**config.mk**
```make
export PLATFORM = sky130hd
export DESIGN_NAME = reg_bank_reader_flat
export DESIGN_NICKNAME = d
export VERILOG_FILES = /design/src/rtl/reg_bank_pkg.sv /design/src/rtl/reg_bank_reader_if.sv /design/src/rtl/reg_bank_reader_buffer.sv /design/src/rtl/reg_bank_reader.sv /design/src/flat_wrapper.sv
export SDC_FILE = /design/constraint.sdc
export NUM_CORES = 1
export LEC_CHECK = 0
export BUFFER_PORTS_ARGS = -buffer_cell sky130_fd_sc_hd__buf_2
export CORE_MARGIN = 8
export CORE_UTILIZATION = 52
export DETAILED_ROUTE_END_ITERATION = 10
export PLACE_DENSITY = 0.9
export SETUP_SLACK_MARGIN = 0.05
export SLEW_MARGIN = 10
export SYNTH_ARGS = -nofsm -noshare
export SYNTH_HDL_FRONTEND = slang
export SYNTH_SLANG_ARGS = --single-unit
```
**constraint.sdc**
```tcl
create_clock -name clk -period 2.8 [get_ports clk]
set_input_delay 0.42 -clock clk [delete_from_list [all_inputs] [get_ports clk]]
set_output_delay 0.42 -clock clk [all_outputs]
set_load 0.01 [all_outputs]
```
**src/rtl/reg_bank_pkg.sv**
```systemverilog
// Shared definitions for the register bank and its read-side sweep sequencer.
package reg_bank_pkg;

    function automatic int idx_w(input int n);
        return $clog2(n);
    endfunction

    localparam int DEF_WIDTH      = 32;
    localparam int DEF_TOTAL_REGS = 25;
    localparam int DEF_ADDR_W     = idx_w(32);

    typedef enum logic [2:0] {
        IDLE,
        FETCH,
        EMIT_A,
        EMIT_B,
        DONE
    } state_e;

endpackage

```
**src/rtl/reg_bank_reader_if.sv**
```systemverilog
// Valid/ready beat stream carrying one register (data, index, last flag) per transfer.
interface reg_bank_reader_if import reg_bank_pkg::*; #(
    parameter int WIDTH  = DEF_WIDTH,
    parameter int ADDR_W = DEF_ADDR_W
);
    logic              out_valid;
    logic              out_ready;
    logic [WIDTH-1:0]  out_data;
    logic [ADDR_W-1:0] out_idx;
    logic              out_last;

    modport master (
        output out_valid,
        output out_data,
        output out_idx,
        output out_last,
        input  out_ready
    );

    modport slave (
        input  out_valid,
        input  out_data,
        input  out_idx,
        input  out_last,
        output out_ready
    );
endinterface

```
**src/rtl/reg_bank_reader_buffer.sv**
```systemverilog
// Two-slot capture buffer for one register pair; slots load only on capture,
// so the selected output holds steady while the sink stalls.
module reg_pair_buffer import reg_bank_pkg::*; #(
    parameter int WIDTH = DEF_WIDTH
) (
    input  logic             clk,
    input  logic             rst_n,
    input  logic             capture_i,
    input  logic             hasB_i,
    input  logic [WIDTH-1:0] rdA_i,
    input  logic [WIDTH-1:0] rdB_i,
    input  logic             selB_i,
    output logic             bValid_o,
    output logic [WIDTH-1:0] data_o
);

    logic [WIDTH-1:0] slotA_q;
    logic [WIDTH-1:0] slotB_q;
    logic             aValid_q;
    logic             bValid_q;

    always_ff @(posedge clk or negedge rst_n) begin
        if (!rst_n) begin
            slotA_q  <= '0;
            slotB_q  <= '0;
            aValid_q <= 1'b0;
            bValid_q <= 1'b0;
        end else if (capture_i) begin
            slotA_q  <= rdA_i;
            slotB_q  <= hasB_i ? rdB_i : '0;
            aValid_q <= 1'b1;
            bValid_q <= hasB_i;
        end
    end

    assign bValid_o = bValid_q;

    always_comb begin
        data_o = '0;
        if (selB_i && bValid_q) begin
            data_o = slotB_q;
        end else if (!selB_i && aValid_q) begin
            data_o = slotA_q;
        end
    end

endmodule

```
**src/rtl/reg_bank_reader.sv**
```systemverilog
// Read-side sweep sequencer: fetches register pairs through RA1/RA2 and streams
// each register out as one indexed beat, ending with a one-cycle DONE pulse.
module reg_bank_reader import reg_bank_pkg::*; #(
    parameter int WIDTH      = DEF_WIDTH,
    parameter int TOTAL_REGS = DEF_TOTAL_REGS,
    parameter int ADDR_W     = DEF_ADDR_W
) (
    input  logic                clk,
    input  logic                rst_n,
    input  logic                start_i,
    output logic                busy_o,
    output logic                done_o,
    output logic [ADDR_W-1:0]   ra1_o,
    output logic [ADDR_W-1:0]   ra2_o,
    input  logic [WIDTH-1:0]    rd1_i,
    input  logic [WIDTH-1:0]    rd2_i,
    reg_bank_reader_if.master   stream
);

    // One extra counter bit keeps base+1..base+3 from wrapping when all 32 registers are swept.
    localparam int            CW       = ADDR_W + 1;
    localparam logic [CW-1:0] NREGS    = CW'(TOTAL_REGS);
    localparam logic [CW-1:0] LAST_IDX = CW'(TOTAL_REGS - 1);

    state_e            state_q;
    logic [CW-1:0]     base_q;
    logic              busy_q;
    logic              done_q;
    logic              valid_q;
    logic              last_q;
    logic              selB_q;
    logic [ADDR_W-1:0] ra1_q;
    logic [ADDR_W-1:0] ra2_q;
    logic [ADDR_W-1:0] idx_q;

    logic [CW-1:0]     baseP1_d;
    logic [CW-1:0]     baseP2_d;
    logic [CW-1:0]     baseP3_d;
    logic              hasB_d;
    logic              capture_d;
    logic              xfer_d;
    logic              bValid;
    logic [WIDTH-1:0]  bufData;

    assign baseP1_d  = base_q + CW'(1);
    assign baseP2_d  = base_q + CW'(2);
    assign baseP3_d  = base_q + CW'(3);
    assign hasB_d    = (baseP1_d < NREGS);
    assign capture_d = (state_q == FETCH);
    assign xfer_d    = valid_q & stream.out_ready;

    reg_pair_buffer #(.WIDTH(WIDTH)) u_buffer (
        .clk      (clk),
        .rst_n    (rst_n),
        .capture_i(capture_d),
        .hasB_i   (hasB_d),
        .rdA_i    (rd1_i),
        .rdB_i    (rd2_i),
        .selB_i   (selB_q),
        .bValid_o (bValid),
        .data_o   (bufData)
    );

    always_ff @(posedge clk or negedge rst_n) begin
        if (!rst_n) begin
            state_q <= IDLE;
            base_q  <= '0;
            busy_q  <= 1'b0;
            done_q  <= 1'b0;
            valid_q <= 1'b0;
            last_q  <= 1'b0;
            selB_q  <= 1'b0;
            ra1_q   <= '0;
            ra2_q   <= '0;
            idx_q   <= '0;
        end else begin
            done_q <= 1'b0;
            case (state_q)
                IDLE: begin
                    if (start_i) begin
                        state_q <= FETCH;
                        base_q  <= '0;
                        busy_q  <= 1'b1;
                        ra1_q   <= '0;
                        ra2_q   <= (NREGS > CW'(1)) ? ADDR_W'(1) : '0;
                    end
                end
                FETCH: begin
                    state_q <= EMIT_A;
                    valid_q <= 1'b1;
                    selB_q  <= 1'b0;
                    idx_q   <= base_q[ADDR_W-1:0];
                    last_q  <= (base_q == LAST_IDX);
                end
                EMIT_A: begin
                    if (xfer_d) begin
                        if (bValid) begin
                            state_q <= EMIT_B;
                            selB_q  <= 1'b1;
                            idx_q   <= baseP1_d[ADDR_W-1:0];
                            last_q  <= (baseP1_d == LAST_IDX);
                        end else begin
                            state_q <= DONE;
                            valid_q <= 1'b0;
                            busy_q  <= 1'b0;
                            done_q  <= 1'b1;
                            last_q  <= 1'b0;
                            idx_q   <= '0;
                            ra1_q   <= '0;
                            ra2_q   <= '0;
                        end
                    end
                end
                EMIT_B: begin
                    if (xfer_d) begin
                        base_q <= baseP2_d;
                        if (baseP2_d < NREGS) begin
                            state_q <= FETCH;
                            valid_q <= 1'b0;
                            ra1_q   <= baseP2_d[ADDR_W-1:0];
                            ra2_q   <= (baseP3_d < NREGS) ? baseP3_d[ADDR_W-1:0] : '0;
                        end else begin
                            state_q <= DONE;
                            valid_q <= 1'b0;
                            busy_q  <= 1'b0;
                            done_q  <= 1'b1;
                            last_q  <= 1'b0;
                            idx_q   <= '0;
                            ra1_q   <= '0;
                            ra2_q   <= '0;
                        end
                    end
                end
                DONE: begin
                    state_q <= IDLE;
                end
                default: begin
                    state_q <= IDLE;
                end
            endcase
        end
    end

    assign busy_o           = busy_q;
    assign done_o           = done_q;
    assign ra1_o            = ra1_q;
    assign ra2_o            = ra2_q;
    assign stream.out_valid = valid_q;
    assign stream.out_data  = bufData;
    assign stream.out_idx   = idx_q;
    assign stream.out_last  = last_q;

endmodule

```
**src/flat_wrapper.sv**
```systemverilog
// flat-port wrapper written by rule: the top's interface ports become plain ports
module reg_bank_reader_flat import reg_bank_pkg::*;
#(
    parameter int WIDTH      = DEF_WIDTH,
    parameter int TOTAL_REGS = DEF_TOTAL_REGS,
    parameter int ADDR_W     = DEF_ADDR_W
)
  (clk, rst_n, start_i, busy_o, done_o, ra1_o, ra2_o, rd1_i, rd2_i, stream_out_valid, stream_out_data, stream_out_idx, stream_out_last, stream_out_ready);
  reg_bank_reader_if #(.WIDTH(WIDTH), .ADDR_W(ADDR_W)) stream_i ();
  input  logic clk;
  input  logic rst_n;
  input  logic start_i;
  output logic busy_o;
  output logic done_o;
  output logic [ADDR_W-1:0] ra1_o;
  output logic [ADDR_W-1:0] ra2_o;
  input  logic [WIDTH-1:0] rd1_i;
  input  logic [WIDTH-1:0] rd2_i;
  output wire logic [$bits(stream_i.out_valid)-1:0] stream_out_valid;
  output wire logic [$bits(stream_i.out_data)-1:0] stream_out_data;
  output wire logic [$bits(stream_i.out_idx)-1:0] stream_out_idx;
  output wire logic [$bits(stream_i.out_last)-1:0] stream_out_last;
  input wire logic [$bits(stream_i.out_ready)-1:0] stream_out_ready;
  assign stream_out_valid = stream_i.out_valid;
  assign stream_out_data = stream_i.out_data;
  assign stream_out_idx = stream_i.out_idx;
  assign stream_out_last = stream_i.out_last;
  assign stream_i.out_ready = stream_out_ready;
  reg_bank_reader #(.WIDTH(WIDTH), .TOTAL_REGS(TOTAL_REGS), .ADDR_W(ADDR_W)) u_core (.clk(clk), .rst_n(rst_n), .start_i(start_i), .busy_o(busy_o), .done_o(done_o), .ra1_o(ra1_o), .ra2_o(ra2_o), .rd1_i(rd1_i), .rd2_i(rd2_i), .stream(stream_i));
endmodule
```
Word level (Yosys, flattened, before mapping)
Index checks and enable logic that the tools add are counted.
{"block": "op_classes", "n_addsub": 3, "n_lt_le_gt_ge": 3, "n_eq_ne": 11, "mux": 47, "bitwise_logic": 1, "reduce_logical": 15}
{"op": "32-bit 2-to-1 mux", "n": 3}
{"op": "5-bit 2-to-1 mux", "n": 13}
{"op": "5-bit case mux with 3 select lines", "n": 3}
{"op": "6-bit by 5-bit less-than comparator with 1-bit output, second input constant", "n": 3}
{"op": "3-bit 2-to-1 mux", "n": 5}
{"op": "1-bit 2-to-1 mux", "n": 14}
{"op": "6-bit by 2-bit adder with 6-bit output, second input constant", "n": 2}
{"op": "6-bit by 5-bit equality test with 1-bit output, second input constant", "n": 2}
{"op": "6-bit 2-to-1 mux", "n": 2}
{"op": "3-bit case mux with 4 select lines", "n": 1}
{"op": "6-bit case mux with 2 select lines", "n": 1}
{"op": "1-bit case mux with 3 select lines", "n": 3}
{"op": "3-bit AND reduction", "n": 3}
{"op": "2-bit inequality test, second input constant", "n": 4}
{"op": "4-bit AND reduction", "n": 2}
{"op": "6-bit by 1-bit adder with 6-bit output, second input constant", "n": 1}
{"op": "3-bit by 2-bit equality test with 1-bit output, second input constant", "n": 2}
{"op": "6-bit AND reduction", "n": 1}
{"op": "3-bit nonzero test", "n": 2}
{"op": "5-bit AND reduction", "n": 1}
{"op": "2-bit by 1-bit inequality test with 1-bit output, second input constant", "n": 2}
{"op": "1-bit case mux with 2 select lines", "n": 2}
{"op": "2-bit nonzero test", "n": 2}
{"op": "3-bit by 1-bit equality test with 1-bit output, second input constant", "n": 1}
{"op": "other kinds (4)", "n": 5}
{"block": "totals", "ff_bits": 95, "in_bits": 68, "out_inout_bits": 51, "elab_cells": 94}

Depth between registers and ports, before layout
{"block": "logic_depth", "depth_word": 6, "mapped_depth": 8, "ltp_nobuf": 7}

Hierarchy
Synthesis repeated with hierarchy kept, for this count alone.
{"block": "unflattened", "hier_cells": 386, "hier_area_um2": 4483.0}
{"mod": "reg_pair_buffer", "n_inst": 1, "cells_each": 253, "area_each_um2": 3070.4, "seq_area_each_um2": 1651.6}
{"mod": "reg_bank_reader", "n_inst": 1, "cells_each": 133, "area_each_um2": 1412.6, "seq_area_each_um2": 700.7}

Least setup slack after synthesis
OpenSTA, ideal clock, no wires.
{"block": "synth_timing", "path_kind": "flip-flop to flip-flop", "from": "register u_core.base_q[1]", "to": "register u_core.last_q, in the netlist u_core.stream.out_last", "t_arrival_ps": 2110, "path_slack_ps": 565, "path_stages_with_launch": 8, "n_path_buf": 1, "synth_period_minus_slack_ps": 2235, "path_cell_list": "dfrtp_1 > buf_2 > inv_1 > ha_1 > or4b_4 > o211ai_4 > o21ai_4 > mux2_4"}
{"block": "synth_via", "elab_chain_len": 5, "elab_cells_between_ends": 10}
{"element": "from (decl)", "line": "reg_bank_reader.sv:26", "rtl": "logic [CW-1:0] base_q;"}
{"element": "from (signal assigned)", "line": "reg_bank_reader.sv:116", "rtl": "base_q <= baseP2_d;"}
{"element": "parallel branches: the longest is 5 deep, another holds 6-bit by 2-bit adder with 6-bit output"}
{"element": "to (signal assigned)", "line": "reg_bank_reader.sv:93", "rtl": "last_q <= (base_q == LAST_IDX);"}
{"element": "to (signal assigned)", "line": "reg_bank_reader.sv:101", "rtl": "last_q <= (baseP1_d == LAST_IDX);"}
{"element": "to (decl)", "line": "reg_bank_reader.sv:30", "rtl": "logic last_q;"}
Several ways; the timed one is not identified. The select of a mux whose other input is x is not followed.
A chain may end at the register's enable or synchronous reset.

Worst setup path in the final report
Ends and elaborated chain as after synthesis.

==> run metrics <==
outcome=finished, final reports clean; Setup crit start=u_core.base_q[1]; ys flop type=dfrtp_1; setup bufs post-CTS=0; Core Box Area=0.007687 mm²; commonest non-fill, non-tap cell in the layout=buf_2; Hold WC Path Type=in2async; Max Cap Viol=0; reg2reg path depth=6; number of I/O port buffers=118; RSZ-0062 raised after global routing=false; post-layout util=around 64%; fin nets=approximately 550; fin crit period=roughly 2.4 ns; crit path max fanout=12; Ports=around 120; Final HPWL DP=between 7000 and 8000 µm; CTS buffer count=9; chip height=between 100 and 150 µm; CTS Hold Buffers Added=0; fin area=about 0.0049 mm²; P_sw=about 0.0021 W; CTS Sinks=94; flop-to-flop setup slack=approximately 0.37 ns; sequential share of power=41.7%; CP Cell Sequence=inv_1 > ha_1 > or4b_4 > o211ai_4 > o21ai_4 > mux2_4; Post-Route Setup TNS=0 ns; Post-Place Cells=approximately 570; Clock Pin Slew Worst Setup and Hold Paths=~0.090 ns; YS warnings=0; CTS tree=built; H-tree depth=3; CP peak stage delay=~0.57 ns; leading cell types in the layout, fill and taps excluded=buf_2 (117), nand2_1 (107), dfrtp_1 (94), a22o_1 (67), clkbuf_8 (10); crit path to=u_core.stream.out_last; Worst Tran Pin Value=between 0.6 and 0.7 ns; Internal=approximately 0.0034 W; Post-Syn Area=roughly 0.0041 mm²; # DRC=0; syn avg cell area=approximately 11 µm²; critical path required time=3.04 ns; first-pass GRT wire length=17,340 µm; antenna-violating nets left=0; max-slew violation count=0; fmax=412.0 MHz; register area share after synthesis=between 50% and 60%; wire length per cell=approximately 17 µm; area grow syn2layout=20.37%; Min Hold Slack=between 0.04 and 0.05 ns; Clk pwr share=16.7%; reg2reg start=u_core.base_q[1]; CP arrival=roughly 2.7 ns; largest net degree at the start of global routing=68; GRT Overall Usage=between 10% and 20%; vias post-DR=3,334; Iter 0 DRT Violations=144; Final GP Congestion=0.9081; period utilization=between 80% and 90%; cell area power density=roughly 1100 mW/mm²; crit path buf inv count=1; leak pwr=around 2.6 nW; Skew-Pair Late Insertion Delay=approximately 0.35 ns; Post-Route WL=around 10,000 µm; Cell variety after synth=between 40 and 50; Clock Skew=a little over 0.008 ns; #FFs+latches synth=94; setup violators final=0; kind of critical path=reg2reg; kind of end point of the critical path=flop; Max Root-Sink Buffers=2; grt ovf=0; syn nets=around 450; clk root buf=clkbuf_8; n_diodes=0; DR pass1 iterations=4; Top delay family on crit path=simple AND/OR/NAND/NOR gates; Max VDD drop=~410 µV; vias in the first global route=3,474; Crit. path cell count=6; number of synthesized flops with an enable pin=0; drt via density=5.660; Die Footprint=~0.011 mm²; post_cts resized=0; Mapped Cells=roughly 380; Placement Cell Area=approximately 0.0047 mm²; Comb power frac=between 40% and 50%; final hold vios=0; antenna violations before repair=0; Die W=~100 µm; Critical Path Slowest Stage Cell=or4b_4; reg2reg end=u_core.stream.out_last; asr flop ratio synth=between 90% and 100%; Startpoint Class=flop; max_slew headroom=roughly 55%; Initial Utilization=53.22%; # fillers=between 600 and 700; Layout Cells excl Fill=about 590; Cell Rows=32; layout cell share with drive strength beyond 1=31.83%; sw frac=a little under two fifths
==> stage by stage <==
step | setup WS [ns] | power [W]
after detailed placement | 0.3925 | 0.004569
after floorplan | 0.5651 | 0.003793
after CTS | 0.3731 | 0.005484
final | 0.3727 | 0.005430
after global routing | 0.2744 | 0.005843
after global placement | 0.4528 | 0.004455
==> layer usage <==
| metal | routed length, µm | part of all wire, % | vias up | GRT usage, % |
|---|---|---|---|---|
| met5 | 0 | 0 | - | 0 |
| met2 | 5004 | 49 | 140 | 31.10 |
| met1 | 4268 | 42 | 1647 | 23.72 |
| met4 | 83 | 0.81 | 0 | 6.932 |
| li1 | - | - | 1539 | - |
| met3 | 842 | 8.3 | 8 | 5.590 |
==> logic make-up after synthesis <==
logic type,after synthesis,share of synthesized area [%]
AND/OR/NAND/NOR,139,14.62
AO/OA/AOI/OAI,104,21.96
flip-flops,94,57.49
buffers and inverters,33,4.098
XOR/XNOR,4,0.8564
adder cells (fa/ha/maj),2,0.6115
multiplexers,1,0.3669
==> flip-flops by register name (all words and copies together) (netlist names) <==
signal,flops
u_core.base_q,5
u_core.busy_o,1
u_core.done_o,1
u_core.ra1_o,5
u_core.ra2_o,5
u_core.selB_q,1
u_core.state_q,3
u_core.stream.out_idx,5
u_core.stream.out_last,1
u_core.stream.out_valid,1
u_core.u_buffer.aValid_q,1
u_core.u_buffer.bValid_o,1
u_core.u_buffer.slotA_q,32
u_core.u_buffer.slotB_q,32
==> power by group through the flow <==
stage | Clock [W] | Sequential, W | Combinational [W]
floorplan | 0 | 0.00217 | 0.00163
global placement | 0 | 0.00224 | 0.00221
detailed placement | 0 | 0.00228 | 0.00229
CTS | 0.000933 | 0.00226 | 0.00229
global route | 0.000987 | 0.00233 | 0.00252
finish | 0.000908 | 0.00226 | 0.00226
==> layout make-up <==
cell class / count / area [µm²] / area share (%)
Timing Repair Buffer: 124 / 650.6 / 13.21
Multi-Input combinational cell: 250 / 1577 / 32.01
Inverter: 3 / 11.26 / 0.2287
Sequential cell: 94 / 2352 / 47.76
Clock buffer: 10 / 137.6 / 2.795
Tap cell: 102 / 127.6 / 2.591
Clock inverter: 6 / 68.82 / 1.397
==> worst min-delay path by stage <==
stage,end,cells past startpoint,start
3_5_place_dp,u_core.u_buffer.slotA_q[5],1,rst_n
5_1_grt,u_core.u_buffer.slotA_q[5],1,rst_n
4_1_cts,u_core.u_buffer.slotA_q[5],1,rst_n
2_1_floorplan,u_core.base_q[1],0,rst_n
6_report,u_core.u_buffer.slotA_q[5],1,rst_n
3_3_place_gp,u_core.u_buffer.slotA_q[5],1,rst_n
==> synth_stat cells, drive strengths merged, types with 4 or more instances <==
master,count,area share [%]
nand2,107,9.8
dfrtp,94,57
a22o,70,15
buf,15,2.4
clkbuf,15,1.4
nor2,8,0.73
a21o,6,1.1
nor2b,6,0.92
o21ai,6,1.0
o2bb2ai,6,1.3
nand3,5,0.61
o31ai,4,0.73
==> worst register-to-register path, stage by stage (launching register included) <==
cell,delay (ns)
dfrtp_1,0.55
inv_1,0.09
ha_1,0.37
or4b_4,0.58
o211ai_4,0.29
o21ai_4,0.13
mux2_4,0.32
Note: power is estimated with default switching activity, not from simulation.
